## config.mk

```make
export PLATFORM = sky130hd
export DESIGN_NAME = sobel_frame_ctrl
export DESIGN_NICKNAME = d
export VERILOG_FILES = /design/src/rtl/sobel_pkg.sv /design/src/rtl/sobel_rd_skid.sv /design/src/rtl/sobel_frame_ctrl.sv
export SDC_FILE = /design/constraint.sdc
export NUM_CORES = 1
export LEC_CHECK = 0
export ABC_AREA = 1
export CORE_MARGIN = 8
export CORE_UTILIZATION = 52
export DETAILED_ROUTE_END_ITERATION = 10
export PLACE_DENSITY = 0.81
export SLEW_MARGIN = 15
export SYNTH_ARGS = -nofsm -noshare
export SYNTH_HDL_FRONTEND = slang
export SYNTH_SLANG_ARGS = --single-unit
export TNS_END_PERCENT = 20
```

## constraint.sdc

```tcl
create_clock -name clock -period 2.5 [get_ports clock]
set_input_delay 0.25 -clock clock [delete_from_list [all_inputs] [get_ports clock]]
set_output_delay 0.25 -clock clock [all_outputs]
set_load 0.1 [all_outputs]
```

## src/rtl/sobel_pkg.sv

```systemverilog
// Shared definitions for the grayscale->padding->sobel stream pipeline and its frame sequencer.
package sobel_pkg;

  localparam int unsigned DEF_IMG_WIDTH  = 32'd720;
  localparam int unsigned DEF_IMG_HEIGHT = 32'd540;

  typedef enum logic [1:0] {
    ST_IDLE  = 2'd0,
    ST_RUN   = 2'd1,
    ST_DONE  = 2'd2,
    ST_ERROR = 2'd3
  } frame_state_t;

  function automatic int unsigned npix(input int unsigned width, input int unsigned height);
    return width * height;
  endfunction

endpackage

```

## src/rtl/sobel_rd_skid.sv

```systemverilog
// Two-entry skid buffer between the 1-cycle-latency input memory and the pipeline input FIFO.
// Credit tracks free slots minus the read still in flight, so the memory never overruns it.
module sobel_rd_skid #(
  parameter int unsigned RGB_DWIDTH = 24
) (
  input  logic                  clock,
  input  logic                  reset,
  input  logic                  flush,
  input  logic                  rd_issue,
  input  logic [RGB_DWIDTH-1:0] rd_data,
  input  logic                  pop,
  output logic [RGB_DWIDTH-1:0] head,
  output logic                  empty,
  output logic                  credit
);

  logic [RGB_DWIDTH-1:0] mem_r [2];
  logic                  wr_ptr_r;
  logic                  rd_ptr_r;
  logic [1:0]            count_r;
  logic                  inflight_r;
  logic [2:0]            used_s;
  logic [2:0]            avail_s;

  // A pop in the same cycle frees a slot in time for the read issued now.
  assign used_s  = {1'b0, count_r} + {2'b00, inflight_r};
  assign avail_s = 3'd2 + {2'b00, pop};
  assign credit  = (used_s < avail_s);
  assign empty   = (count_r == 2'd0);
  assign head    = mem_r[rd_ptr_r];

  // Storage, pointers, occupancy and in-flight flag; flush drops any landing read.
  always_ff @(posedge clock) begin
    if (reset || flush) begin
      mem_r[0]   <= {RGB_DWIDTH{1'b0}};
      mem_r[1]   <= {RGB_DWIDTH{1'b0}};
      wr_ptr_r   <= 1'b0;
      rd_ptr_r   <= 1'b0;
      count_r    <= 2'd0;
      inflight_r <= 1'b0;
    end else begin
      inflight_r <= rd_issue;
      if (inflight_r) begin
        mem_r[wr_ptr_r] <= rd_data;
        wr_ptr_r        <= ~wr_ptr_r;
      end
      if (pop) begin
        rd_ptr_r <= ~rd_ptr_r;
      end
      case ({inflight_r, pop})
        2'b10:   count_r <= count_r + 2'd1;
        2'b01:   count_r <= count_r - 2'd1;
        default: count_r <= count_r;
      endcase
    end
  end

endmodule

```

## src/rtl/sobel_frame_ctrl.sv

```systemverilog
// Frame sequencer: streams one RGB frame from input memory into the sobel pipeline and
// drains the pipeline output into output memory, flagging done or a stall timeout.
module sobel_frame_ctrl
  import sobel_pkg::*;
#(
  parameter int unsigned IMG_WIDTH      = DEF_IMG_WIDTH,
  parameter int unsigned IMG_HEIGHT     = DEF_IMG_HEIGHT,
  parameter int unsigned RGB_DWIDTH     = 24,
  parameter int unsigned SOBEL_DWIDTH   = 8,
  parameter int unsigned ADDR_WIDTH     = 20,
  parameter int unsigned TIMEOUT_CYCLES = 4096
) (
  input  logic                    clock,
  input  logic                    reset,
  input  logic                    start,
  input  logic                    abort,
  output logic                    busy,
  output logic                    done,
  output logic                    error,
  output logic [ADDR_WIDTH-1:0]   in_rd_addr,
  output logic                    in_rd_en,
  input  logic [RGB_DWIDTH-1:0]   in_rd_data,
  output logic                    fifo_in_wr_en,
  output logic [RGB_DWIDTH-1:0]   fifo_in_din,
  input  logic                    fifo_in_full,
  output logic                    fifo_out_rd_en,
  input  logic [SOBEL_DWIDTH-1:0] fifo_out_dout,
  input  logic                    fifo_out_empty,
  output logic                    out_wr_en,
  output logic [ADDR_WIDTH-1:0]   out_wr_addr,
  output logic [SOBEL_DWIDTH-1:0] out_wr_data
);

  localparam int unsigned         NPIX     = npix(IMG_WIDTH, IMG_HEIGHT);
  localparam int unsigned         TW       = $clog2(TIMEOUT_CYCLES) + 1;
  localparam logic [ADDR_WIDTH-1:0] NPIX_A = ADDR_WIDTH'(NPIX);
  localparam logic [ADDR_WIDTH-1:0] LAST_A = ADDR_WIDTH'(NPIX - 1);
  localparam logic [ADDR_WIDTH-1:0] ONE_A  = ADDR_WIDTH'(1);
  localparam logic [ADDR_WIDTH-1:0] ZERO_A = ADDR_WIDTH'(0);
  localparam logic [TW-1:0]       TMO_LAST = TW'(TIMEOUT_CYCLES - 2);
  localparam logic [TW-1:0]       ONE_T    = TW'(1);
  localparam logic [TW-1:0]       ZERO_T   = TW'(0);

  frame_state_t          state_r;
  logic                  busy_r;
  logic                  done_r;
  logic                  error_r;
  logic [ADDR_WIDTH-1:0] rd_cnt_r;
  logic [ADDR_WIDTH-1:0] out_cnt_r;
  logic [TW-1:0]         timer_r;

  logic                  run_s;
  logic                  start_ok_s;
  logic                  flush_s;
  logic                  rd_s;
  logic                  push_s;
  logic                  pop_s;
  logic                  credit_s;
  logic                  skid_empty_s;
  logic [RGB_DWIDTH-1:0] skid_head_s;

  assign run_s      = (state_r == ST_RUN);
  assign start_ok_s = start && !abort && !run_s;
  assign flush_s    = abort || start_ok_s;
  assign rd_s       = run_s && (rd_cnt_r < NPIX_A) && credit_s;
  assign push_s     = run_s && !skid_empty_s && !fifo_in_full;
  assign pop_s      = run_s && !fifo_out_empty;

  assign busy           = busy_r;
  assign done           = done_r;
  assign error          = error_r;
  assign in_rd_en       = rd_s;
  assign in_rd_addr     = rd_cnt_r;
  assign fifo_in_wr_en  = push_s;
  assign fifo_in_din    = push_s ? skid_head_s : {RGB_DWIDTH{1'b0}};
  assign fifo_out_rd_en = pop_s;
  assign out_wr_en      = pop_s;
  assign out_wr_addr    = out_cnt_r;
  assign out_wr_data    = pop_s ? fifo_out_dout : {SOBEL_DWIDTH{1'b0}};

  sobel_rd_skid #(
    .RGB_DWIDTH (RGB_DWIDTH)
  ) u_skid (
    .clock    (clock),
    .reset    (reset),
    .flush    (flush_s),
    .rd_issue (rd_s),
    .rd_data  (in_rd_data),
    .pop      (push_s),
    .head     (skid_head_s),
    .empty    (skid_empty_s),
    .credit   (credit_s)
  );

  // Frame FSM with its address counters, stall watchdog and status flags.
  always_ff @(posedge clock) begin
    if (reset || abort) begin
      state_r   <= ST_IDLE;
      busy_r    <= 1'b0;
      done_r    <= 1'b0;
      error_r   <= 1'b0;
      rd_cnt_r  <= ZERO_A;
      out_cnt_r <= ZERO_A;
      timer_r   <= ZERO_T;
    end else begin
      case (state_r)
        ST_RUN: begin
          if (rd_s) begin
            rd_cnt_r <= rd_cnt_r + ONE_A;
          end
          if (pop_s) begin
            out_cnt_r <= out_cnt_r + ONE_A;
            timer_r   <= ZERO_T;
          end else begin
            timer_r <= timer_r + ONE_T;
          end
          // The watchdog fires as the timer steps onto TIMEOUT_CYCLES-1.
          if (pop_s && (out_cnt_r == LAST_A)) begin
            state_r <= ST_DONE;
            busy_r  <= 1'b0;
            done_r  <= 1'b1;
          end else if (!pop_s && (timer_r == TMO_LAST)) begin
            state_r <= ST_ERROR;
            busy_r  <= 1'b0;
            error_r <= 1'b1;
          end else begin
            state_r <= ST_RUN;
          end
        end
        ST_IDLE, ST_DONE, ST_ERROR: begin
          if (start) begin
            state_r   <= ST_RUN;
            busy_r    <= 1'b1;
            done_r    <= 1'b0;
            error_r   <= 1'b0;
            rd_cnt_r  <= ZERO_A;
            out_cnt_r <= ZERO_A;
            timer_r   <= ZERO_T;
          end else begin
            state_r <= state_r;
          end
        end
        default: begin
          state_r <= ST_IDLE;
          busy_r  <= 1'b0;
          done_r  <= 1'b0;
          error_r <= 1'b0;
        end
      endcase
    end
  end

endmodule

```

After elaboration in Yosys (flattened, before gate mapping). Memory sizes are Yosys's and may differ from the RTL's. A register that Yosys moved wholly into a read port is not among the register bits. Index checks and enable logic that the tools add are counted.

Memories kept: 1. Bits in registers: 63. Output and inout bits: 79. Memory bits (writable): 48. Word-level logic and storage cells: 100. Input bits: 38.

Reduce and logical (&&, ||, !) cells: 28. Equal/unequal tests: 14. $lt $le $gt $ge: 2. Muxes and demuxes: 35. Add/subtract/negate cells: 7. Bitwise logic cells: 2.

Memories: u_skid.mem_r (depth 2, width 24, rd ports 1, clocked after memory_dff 1, write ports 2, line sobel_rd_skid.sv:17) `logic [RGB_DWIDTH-1:0] mem_r [2];`.

Operators by type and width (number): 20-bit one-hot mux with 2 select lines (2); 20-bit two-way mux (3); 24-bit two-way mux (2); 20-bit by 1-bit adder with 20-bit output, second input constant (2); 13-bit two-way mux (2); 13-bit one-hot mux with 2 select lines (1); 24-bit OR reduction (1); 20-bit by 19-bit equality test with 1-bit output, second input constant (1); 20-bit by 19-bit < comparator with 1-bit output, second input constant (1); 1-bit two-way mux (16); 13-bit by 1-bit adder with 13-bit output, second input constant (1); 13-bit by 12-bit equality test with 1-bit output, second input constant (1); 1-bit logical AND (9); 8-bit two-way mux (1); 2-bit by 1-bit inequality test with 1-bit output, second input constant (4); 2-bit one-hot mux with 2 select lines (2); 2-bit AND reduction (4); 2-bit equality test, second input constant (3); 1-bit zero test (6); 2-bit two-way mux (3); 1-bit one-hot mux with 2 select lines (3); 2-bit by 1-bit equality test with 1-bit output, second input constant (2); 2-bit zero test (2); 2-bit inequality test, second input constant (2); 11 further kinds (14).

Depth between registers and ports, before layout.
Word-level depth: 9. Depth in mapped cells: 11. Gate-level depth less buffers: 11.

Hierarchy. From an unflattened synthesis, not the netlist that was laid out.

Cells, all modules: 746. Area, all modules: 5923.2 um^2.

By module, submodules not included: sobel_frame_ctrl (cells each 555, seq. area each 1161.1 um^2, area each 3552.2 um^2, instances 1); sobel_rd_skid (cells each 191, seq. area each 1561.5 um^2, area each 2371.0 um^2, instances 1).

Worst setup path before layout. No wires, ideal clock.

Kind: register to output. Start: reg state_r[0]. End: out fifo_in_din[14]. Cell stages (with the launch flop): 6. Buffers on the path: 1. Data required time: 2.250 ns. Data arrival time: 2.389 ns. Setup slack: -0.139 ns. Cell sequence: dfxtp_1 -> nand2_4 -> inv_6 -> nand2_1 -> clkbuf_1 -> a21oi_1.

Cells in the longest elaborated chain, start to end: 4.

Ends and longest elaborated chain: start, declared (line sobel_frame_ctrl.sv:44) `frame_state_t state_r;`; start signal, assigned (line sobel_frame_ctrl.sv:140) `state_r <= state_r;`; 2-bit by 1-bit equality test with 1-bit output (line sobel_frame_ctrl.sv:62) `assign run_s = (state_r == ST_RUN);`; 1-bit logical AND (2 in series) (line sobel_frame_ctrl.sv:66) `assign push_s = run_s && !skid_empty_s && !fifo_in_full;`; 24-bit two-way mux (line sobel_frame_ctrl.sv:75) `assign fifo_in_din = push_s ? skid_head_s : {RGB_DWIDTH{1'b0}};`; end, declared (line sobel_frame_ctrl.sv:24) `output logic [RGB_DWIDTH-1:0] fifo_in_din,`.

No other way between the ends.

Worst setup path in the final report.
Start: reg u_skid.count_r[0]. End: out in_rd_en.

Cells in the longest elaborated chain, start to end: 7. Elaborated cells between the ends (all ways): 8. Those cells by class: add/sub: 2; order compare: 1; reduce/logical: 5.

Ends and longest elaborated chain: start, declared (line sobel_rd_skid.sv:20) `logic [1:0] count_r;`; start signal, assigned (line sobel_rd_skid.sv:51) `2'b10: count_r <= count_r + 2'd1;`; start signal, assigned (line sobel_rd_skid.sv:52) `2'b01: count_r <= count_r - 2'd1;`; start signal, assigned (line sobel_rd_skid.sv:53) `default: count_r <= count_r;`; 2-bit zero test (line sobel_rd_skid.sv:29) `assign empty = (count_r == 2'd0);`; 1-bit zero test (line sobel_frame_ctrl.sv:66); 1-bit logical AND (2 in series) (line sobel_frame_ctrl.sv:66); 2-bit by 1-bit adder with 3-bit output (line sobel_rd_skid.sv:27) `assign avail_s = 3'd2 + {2'b00, pop};`; 3-bit < comparator (*) (line sobel_rd_skid.sv:28) `assign credit = (used_s < avail_s);`; 1-bit logical AND (*) (line sobel_frame_ctrl.sv:65) `assign rd_s = run_s && (rd_cnt_r < NPIX_A) && credit_s;`; end, declared (line sobel_frame_ctrl.sv:21) `output logic in_rd_en,`.

Mark *: on every way between the ends. The rest lies on a longest branch, timed or not.

==> run summary <==
Status: complete, no violations
Delay-heaviest family, CP: simple AND/OR/NAND/NOR gates
Seq pwr share: 57.3%
Logic pwr share: 8.2%
Final WL: 14.8 mm
DR vias: 5503
Clock slew at reported path FFs: 0.12 ns
IO Port Bufs: 116
Main flop type after synthesis: dfxtp_1
Crit path cell chain: ha_1 > ha_1 > nor2_1 > nand3_2 > nor2_4 > nand3_4 > inv_1 > buf_12
Initial core utilization: 53.7%
Post-DP HPWL: 10.5 mm
CP startpoint kind: flip-flop
Placement Cell Area: 7380 µm²
Layout cells sized above 1: 15.7%
Skew-Pair Late Insertion Delay: 0.38 ns
Most frequent CP cell: ha_1
PwrDens: 446 nW/µm²
Sw power: 0.861 mW
Vias in the first global route: 5204
CTS Buf Count: 9
Fin crit share: 93.7%
Slowest CP cell: dfxtp_1
First-pass GRT wire length: 24.3 mm
CTS tree: done
Setup Skew: 0.0186 ns
WL per Instance: 14.0 µm
Critical path required time: 2.25 ns
Post-CTS Resized: 0
Internal: 2.53 mW
Mean post-synth cell area: 7.32 µm²
Final Critical Period: 2.34 ns
DRC Markers: 0
Worst Path Arrival: 2.09 ns
Synth unique cells: 40
H-Tree Depth: 3
Post-route cell area: 7610 µm²
Clock sink total: 112
Mux share of post-synthesis cell area: 0%
Die W: 122 µm
Leakage: 3.01 nW
Hold-fix buffers, CTS: 0
Total chip power: 3.39 mW
Number of synthesized flops with an enable pin: 48
Simple-gate share of the synthesized area: 31.9%
Post-synthesis adder-cell area fraction: 1.50%
Synth Area in Compound Gates: 10.5%
Die ar.: 14900 µm²
Synth Area in XOR/XNOR: 0.450%
Final hold violation count: 0
Post-DR vias/cell: 5.22
Clock buffer depth: 2
Largest family of logic cells by synthesized area: simple AND/OR/NAND/NOR gates
Synth Register Bits: 112
Syn Nets: 843
Postcts setup bufs: 0
Root Buffer: clkbuf_8
Top Ports: 117
Switch share: 25.4%
Area grow syn2layout: 30.2%
Slowest stage delay, CP: 0.37 ns
Core area: 10900 µm²
Largest net degree at the start of global routing: 28
Antenna Nets Post-Route: 0
Max-slew violation count: 0
Yosys Warn Count: 0
First-pass iteration count of the detailed router: 5
Post-Syn Instances: 798
Worst path bufs/invs: 2
Cell Area, Synth: 5840 µm²
Final setup violation count: 0
NumNets Final: 955
GRT overflow: 0
Worst rel slew slack: 74.1%
Final hold slack: 0.472 ns
Peak supply drop: 0.332 mV
Largest fanout on the critical path: 19
Post-synthesis sequential area ratio: 46.6%
Num rows: 38
Worst Path Class, Setup: reg2out
Slew of the pin with the lowest slew margin: 0.388 ns
Placer Congestion: 0.866
RSZ-0062 raised after global routing: false
Max Clock Freq: 427 MHz
Iter 0 DRT Violations: 415
Critical path capture point type: output port
Ys async rst share: 0%
Max cap viols: 0
Total Routing Usage GR: 20.1%
Antenna violations before repair: 0
Die Ht: 122 µm
# diodes: 0
Power share of the clock group: 34.4%
HP Class: reg2reg
Post-layout util: 69.9%
cell type report:
| cell class | count | area, µm² |
|---|---|---|
| clock inverters | 7 | 103 |
| fillers | 850 | 3280 |
| flip-flops and latches | 112 | 2720 |
| repair buffers | 128 | 1500 |
| well taps | 140 | 175 |
| inverters | 102 | 388 |
| multi-input cells | 557 | 2590 |
| clock buffers | 9 | 124 |
flip-flops by register name, summed over array words and instances, names as in the netlist, 2 cells and up, named ones only:
name / flops
u_skid.mem_r: 48
in_rd_addr: 20
out_wr_addr: 20
timer_r: 13
state_r: 2
u_skid.count_r: 2
worst min-delay path: stages, from the launching register on:
cell and delay (ns):
dfxtp_1 0.32, nand2_1 0.06, a21oi_1 0.05
power by group through the flow:
stage | Sequential (mW) | Combinational (mW) | Clock (mW)
2_1_floorplan | 2.00 | 0.145 | 0
3_3_place_gp | 1.99 | 0.274 | 0
3_5_place_dp | 1.99 | 0.277 | 0
4_1_cts | 1.95 | 0.280 | 1.18
5_1_grt | 1.95 | 0.300 | 1.25
6_report | 1.95 | 0.279 | 1.17
final timing paths:
path,slack [ns],cells after the start,end,startpoint
setup / recovery,0.16,8,in_rd_en,u_skid.count_r[0]$_SDFFE_PP0P_
hold / removal,0.47,2,timer_r[11]$_SDFFE_PP0P_,timer_r[11]$_SDFFE_PP0P_
setup reg to reg,0.57,9,in_rd_addr[14]$_SDFFE_PP0P_,u_skid.count_r[0]$_SDFFE_PP0P_
hold reg to reg,0.47,2,timer_r[11]$_SDFFE_PP0P_,timer_r[11]$_SDFFE_PP0P_
per-stage QoR:
| stage | setup slack, ns | setup TNS (ns) | instances |
|---|---|---|---|
| after floorplan | -0.139 | -2.83 | 798 |
| final | 0.158 | 0 | 1055 |
| after CTS | 0.133 | 0 | 1055 |
| after global placement | 0.557 | 0 | 1039 |
| after global routing | 0.0377 | 0 | 1055 |
| after detailed placement | 0.543 | 0 | 1039 |
logic make-up after synthesis:
| kind of cell | after synthesis |
|---|---|
| compound gates | 109 |
| xor+xnor | 3 |
| flops | 112 |
| fa+ha+maj | 7 |
| buf+inv | 129 |
| simple gates | 438 |
per-layer routing:
layer	vias up	track usage, %	part of all wire (%)
li1	2784	-	-
met1	2471	24.6	42
met2	223	33.9	47
met3	25	4.72	9.4
met4	0	7.02	1.8
met5	-	0	0
synth_stat cells (2+ instances only):
| cell type | number | area, µm² |
|---|---|---|
| buf_2 | 7 | 35.0 |
| a21oi_1 | 61 | 305 |
| buf_1 | 2 | 7.51 |
| buf_4 | 3 | 22.5 |
| a211oi_1 | 4 | 30.0 |
| o21bai_1 | 3 | 22.5 |
| nor3_1 | 14 | 70.1 |
| nand3_1 | 52 | 260 |
| nand2_4 | 3 | 33.8 |
| o21a_1 | 2 | 15.0 |
| edfxtp_1 | 48 | 1440 |
| nand4_1 | 11 | 68.8 |
| dfxtp_1 | 64 | 1280 |
| clkinv_1 | 3 | 11.3 |
| a221oi_1 | 2 | 17.5 |
| inv_1 | 96 | 360 |
| inv_2 | 2 | 7.51 |
| o21ai_0 | 24 | 120 |
| a21oi_2 | 8 | 70.1 |
| a22oi_1 | 2 | 15.0 |
| nor2_1 | 131 | 492 |
| or2_2 | 3 | 18.8 |
| nor2_2 | 5 | 31.3 |
| xor2_1 | 2 | 17.5 |
| nand2_2 | 11 | 68.8 |
| ha_1 | 7 | 87.6 |
| clkbuf_1 | 13 | 48.8 |
| nand2_1 | 203 | 762 |
cell usage in the layout, fill, tap and decap left out, drive strengths merged:
cell type / netlist / routed
a211oi: 4 / 4
a21oi: 69 / 69
a221oi: 2 / 2
a22oi: 2 / 2
a31oi: 1 / 1
buf: 14 / 91
bufinv: 0 / 1
clkbuf: 13 / 9
clkdlybuf4s50: 0 / 37
clkinv: 3 / 7
dfxtp: 64 / 64
edfxtp: 48 / 48
ha: 7 / 7
inv: 99 / 101
nand2: 217 / 217
nand3: 54 / 54
nand4: 11 / 11
nor2: 137 / 137
nor3: 15 / 15
nor3b: 1 / 1
o211ai: 1 / 1
o21a: 2 / 2
o21ai: 24 / 24
o21bai: 3 / 3
o22ai: 1 / 1
or2: 3 / 3
xnor2: 1 / 1
xor2: 2 / 2
No activity file was read; power rests on OpenSTA's default activity.
==> RTL edit 1: new RTL, same settings <==
The parameter `TIMEOUT_CYCLES` goes from 4096 to 8192.
--- a/src/rtl/sobel_frame_ctrl.sv
+++ b/src/rtl/sobel_frame_ctrl.sv
@@ -10,3 +10,3 @@
   parameter int unsigned ADDR_WIDTH     = 20,
-  parameter int unsigned TIMEOUT_CYCLES = 4096
+  parameter int unsigned TIMEOUT_CYCLES = 8192
 ) (
Function: same outputs for any inputs over 10 cycles, from zero or initial values; that may be too few to reach the edited logic, so the function may still have changed.
==> RTL edit 1 against the unedited design <==
  * Clock skew is 0.0039 ns lower
  * Power increased by 35%
  * Synthesized area rose by 0.66%
  * Sequential cell count increased by 1
  * Routed wire length up 4.2%
  * Design area rose by 5.0%
  * Critical path type unchanged
  * Largest power group is now the clock network
  * Core utilization up 1.3 points
  * Critical endpoint unchanged
  * Clock power up 98%
  * Fmax decreased by 0.15%
  * Worst setup slack got worse by 0.0035 ns
==> RTL edit 1: results (changes against the unedited design) <==
outcome: "finished clean"  # unchanged
finalWorstSetupSlack_ns: 0.154  # was 0.158 ns
ir_drop_mv: 0.551  # was 0.332 mV
worst_pin_slew_ns: 0.438  # was 0.388 ns
cts_buffers: 17  # was 9
place.gp.congestion: 0.915  # was 0.866
cts_max_level: 4  # was 3
grt_max_degree: 34  # was 28
reg2reg_slack_ns: 0.59  # was 0.57 ns
nNetsFinal: 956  # was 955
path_clk_slew_ns: 0.06  # was 0.12 ns
timing.hold.ws_ns: 0.471  # was 0.472 ns
dpl.hpwl_um: 10400  # was 10500 µm
fill_cells: 865  # was 850
finalClockSkew_ns: 0.0147  # was 0.0186 ns
dr.first_iter.drc_count: 530  # was 415
ys_top_cells_by_count: "nand2_1 (187), nor2_1 (130), inv_1 (91)"  # was nand2_1 (203), nor2_1 (131), inv_1 (96)
via_per_inst: 5.23  # was 5.22
synth_cell_types: 42  # was 40
drt_wl_total_um: 15400  # was 14800 µm
first_global_vias: 5245  # was 5204
grt_pass1_wl_um: 25100  # was 24300 µm
p_leak_uw: 0.00316  # was 0.00301 µW
clock_latency_ns: 0.41  # was 0.38 ns
cts_root_buf: "clkbuf_16"  # was clkbuf_8
==> RTL edit 1: per-layer routing <==
layer  vias to the layer above  wire length [µm]  track usage
met5                         -                 0            0
met4                         0               259       0.0845
met3                        29               964       0.0400
met2                       209              7660        0.359
met1                      2540              6490        0.246
li1                       2807                 -            -
==> RTL edit 1: per-stage QoR <==
stage                      util  cells  instance area [µm²]
after floorplan               -    792                 5880
after global placement    0.661   1035                 7420
after detailed placement  0.661   1035                 7420
after CTS                 0.712   1067                 7990
after global routing      0.712   1067                 7990
final                     0.712   1067                 7990
==> RTL edit 1: final cells by class <==
type	count	area, µm²	area share
repair buffers	129	1510	0.189
flip-flops and latches	113	2740	0.343
inverters	100	382	0.0478
clock buffers	18	429	0.0537
clock inverters	14	141	0.0177
multi-input cells	550	2600	0.326
well taps	143	179	0.0224
==> RTL edit 1: path summary, 6_finish.rpt <==
check,start,depth (start not counted),end
min reg2reg,in_rd_addr[19],2,in_rd_addr[19]
max,u_skid.count_r[0],8,in_rd_en
max reg2reg,u_skid.count_r[0],9,in_rd_addr[14]
min,in_rd_addr[19],2,in_rd_addr[19]
==> RTL edit 1: logic make-up (layout without fill, tap and decap cells) <==
kind of cell / after synthesis / in the layout / synth area share
xor gates and xnor gates: 3 / 3 / 0.00447
and+or+nand+nor: 432 / 432 / 0.319
adders and majority gates: 7 / 7 / 0.0149
buffers and inverters: 129 / 261 / 0.0908
DFF: 113 / 113 / 0.466
AOI/OAI and AO/OA: 108 / 108 / 0.105
==> RTL edit 1: worst max-delay path, stage by stage (launching register included) <==
cell and delay [ns]:
dfxtp_1 0.35, ha_1 0.19, ha_1 0.17, nor2_1 0.16, nand3_4 0.10, nor2_4 0.12, nand3_4 0.21, inv_1 0.19
buf_12 0.19
==> RTL edit 2: new RTL, config.mk and constraints unchanged <==
Without the edit above. Encoding of `frame_state_t`: now Gray code (2 bits for 4 states).
--- a/src/rtl/sobel_pkg.sv
+++ b/src/rtl/sobel_pkg.sv
@@ -7,6 +7,6 @@
   typedef enum logic [1:0] {
-    ST_IDLE  = 2'd0,
-    ST_RUN   = 2'd1,
-    ST_DONE  = 2'd2,
-    ST_ERROR = 2'd3
+    ST_IDLE  = 2'b00,
+    ST_RUN   = 2'b01,
+    ST_DONE  = 2'b11,
+    ST_ERROR = 2'b10
   } frame_state_t;
Function: no difference found for any inputs over 4 cycles, from zero or initial values; so few cycles prove little.
==> RTL edit 2 against the unedited design <==
  * Synthesized cell count fell by 0.25%
  * Sequential cell count did not move
  * Worst setup slack improved by 0.13 ns
  * Clock skew rose by 0.0013 ns
  * Combinational power barely moved
  * Core utilization fell by 0.10 points
  * Synthesized area fell by 0.64%
  * Routed wire length rose by 1.5%
  * Die area fell by 0.56%
  * Power fell by 1.1%
  * Design area fell by 0.15%
  * Highest routed layer unchanged
==> RTL edit 2: results (changes against the unedited design) <==
inv_count: 101  # was 102
r2r-start: "u_skid.inflight_r"  # was u_skid.count_r[0]
crit_fanout: 9  # was 19
outcome: "finished clean"  # unchanged
multi_input_area_share: 0.338  # was 0.341
drive_gt1_frac: 0.146  # was 0.157
ys.flop_type: "dfxtp_1"  # unchanged
worstPathArrival_ns: 1.96  # was 2.09 ns
rr_worst_depth: 10  # was 9
sh_seq_area: 0.358  # about the same
avgRoutedWirePerCell_um: 14.2  # was 14.0 µm
rr_endpoint: "in_rd_addr[12]"  # was in_rd_addr[14]
dp_slack_ns: 0.514  # was 0.543 ns
layout.nonclk_buf_frac: 0.202  # was 0.198
ys_top_cells_by_count: "nand2_1 (202), nor2_1 (136), inv_1 (97)"  # was nand2_1 (203), nor2_1 (131), inv_1 (96)
syn-num-nets: 841  # was 843
fill_cells: 868  # was 850
nNetsFinal: 958  # was 955
finalWorstSetupSlack_ns: 0.292  # was 0.158 ns
grt_pass1_wl_um: 24300  # about the same
power.switching_uw: 836  # was 861 µW
synth_cell_types: 41  # was 40
met2_usage: 0.335  # was 0.339
avgSynthCellArea_um2: 7.29  # was 7.32 µm²
place_area_um2: 7350  # was 7380 µm²
clockNetworkAreaShare: 0.0275  # was 0.0298
grt_max_degree: 31  # was 28
clock_buffers: 9  # unchanged
io_buffers: 116  # unchanged
clock_power_share: 0.337  # was 0.344
regArea_um2: 2720  # unchanged
grtUsageMet3: 0.0481  # was 0.0472
first_global_vias: 5002  # was 5204
p_int_uw: 2520  # was 2530 µW
synth-xor-area-share: 0.00453  # was 0.00450
signal_buffers: 132  # was 128
worst_pin_slew_ns: 0.396  # was 0.388 ns
finalClockSkew_ns: 0.0200  # was 0.0186 ns
hp-start: "timer_r[12]"  # was timer_r[11]
place.gp.congestion: 1.07  # was 0.866
cts_buffers: 9  # unchanged
p_leak_uw: 0.00295  # was 0.00301 µW
ir_drop_mv: 0.369  # was 0.332 mV
synth_compound_area_frac: 0.105  # about the same
groute.usage.overall: 0.200  # was 0.201
yosys.area_share.adder: 0.0151  # was 0.0150
met1_usage: 0.258  # was 0.246
vias: 5539  # was 5503
ys_top_cells_by_area: "edfxtp_1 (25%), dfxtp_1 (22%), nand2_1 (13%), nor2_1 (8.8%), inv_1 (6.3%)"  # was edfxtp_1 (25%), dfxtp_1 (22%), nand2_1 (13%), nor2_1 (8.4%), inv_1 (6.2%)
==> RTL edit 2: changes by cell type after synthesis, moves of 2 or more <==
cell      delta
o21a_1       -2
a21oi_1      +9
buf_4        -2
a21oi_2      -7
nand3_2      +2
nor2_1       +5
nand2_2      -8
nor3_1       -5
clkinv_1     -2
==> RTL edit 2: per-layer routing <==
layer  routed length [µm]  vias up
met3                 1220       13
met5                    0        -
met1                 6380     2520
met2                 7200      207
li1                     -     2799
met4                  180        0
==> RTL edit 2: worst min path at each step <==
stage | slack (ns) | cells after the start | endpoint
2_1_floorplan | 0.43 | 2 | state_r[0]
3_3_place_gp | 0.45 | 2 | timer_r[12]
3_5_place_dp | 0.46 | 2 | timer_r[12]
4_1_cts | 0.48 | 2 | timer_r[12]
5_1_grt | 0.52 | 2 | timer_r[12]
6_report | 0.47 | 2 | timer_r[12]
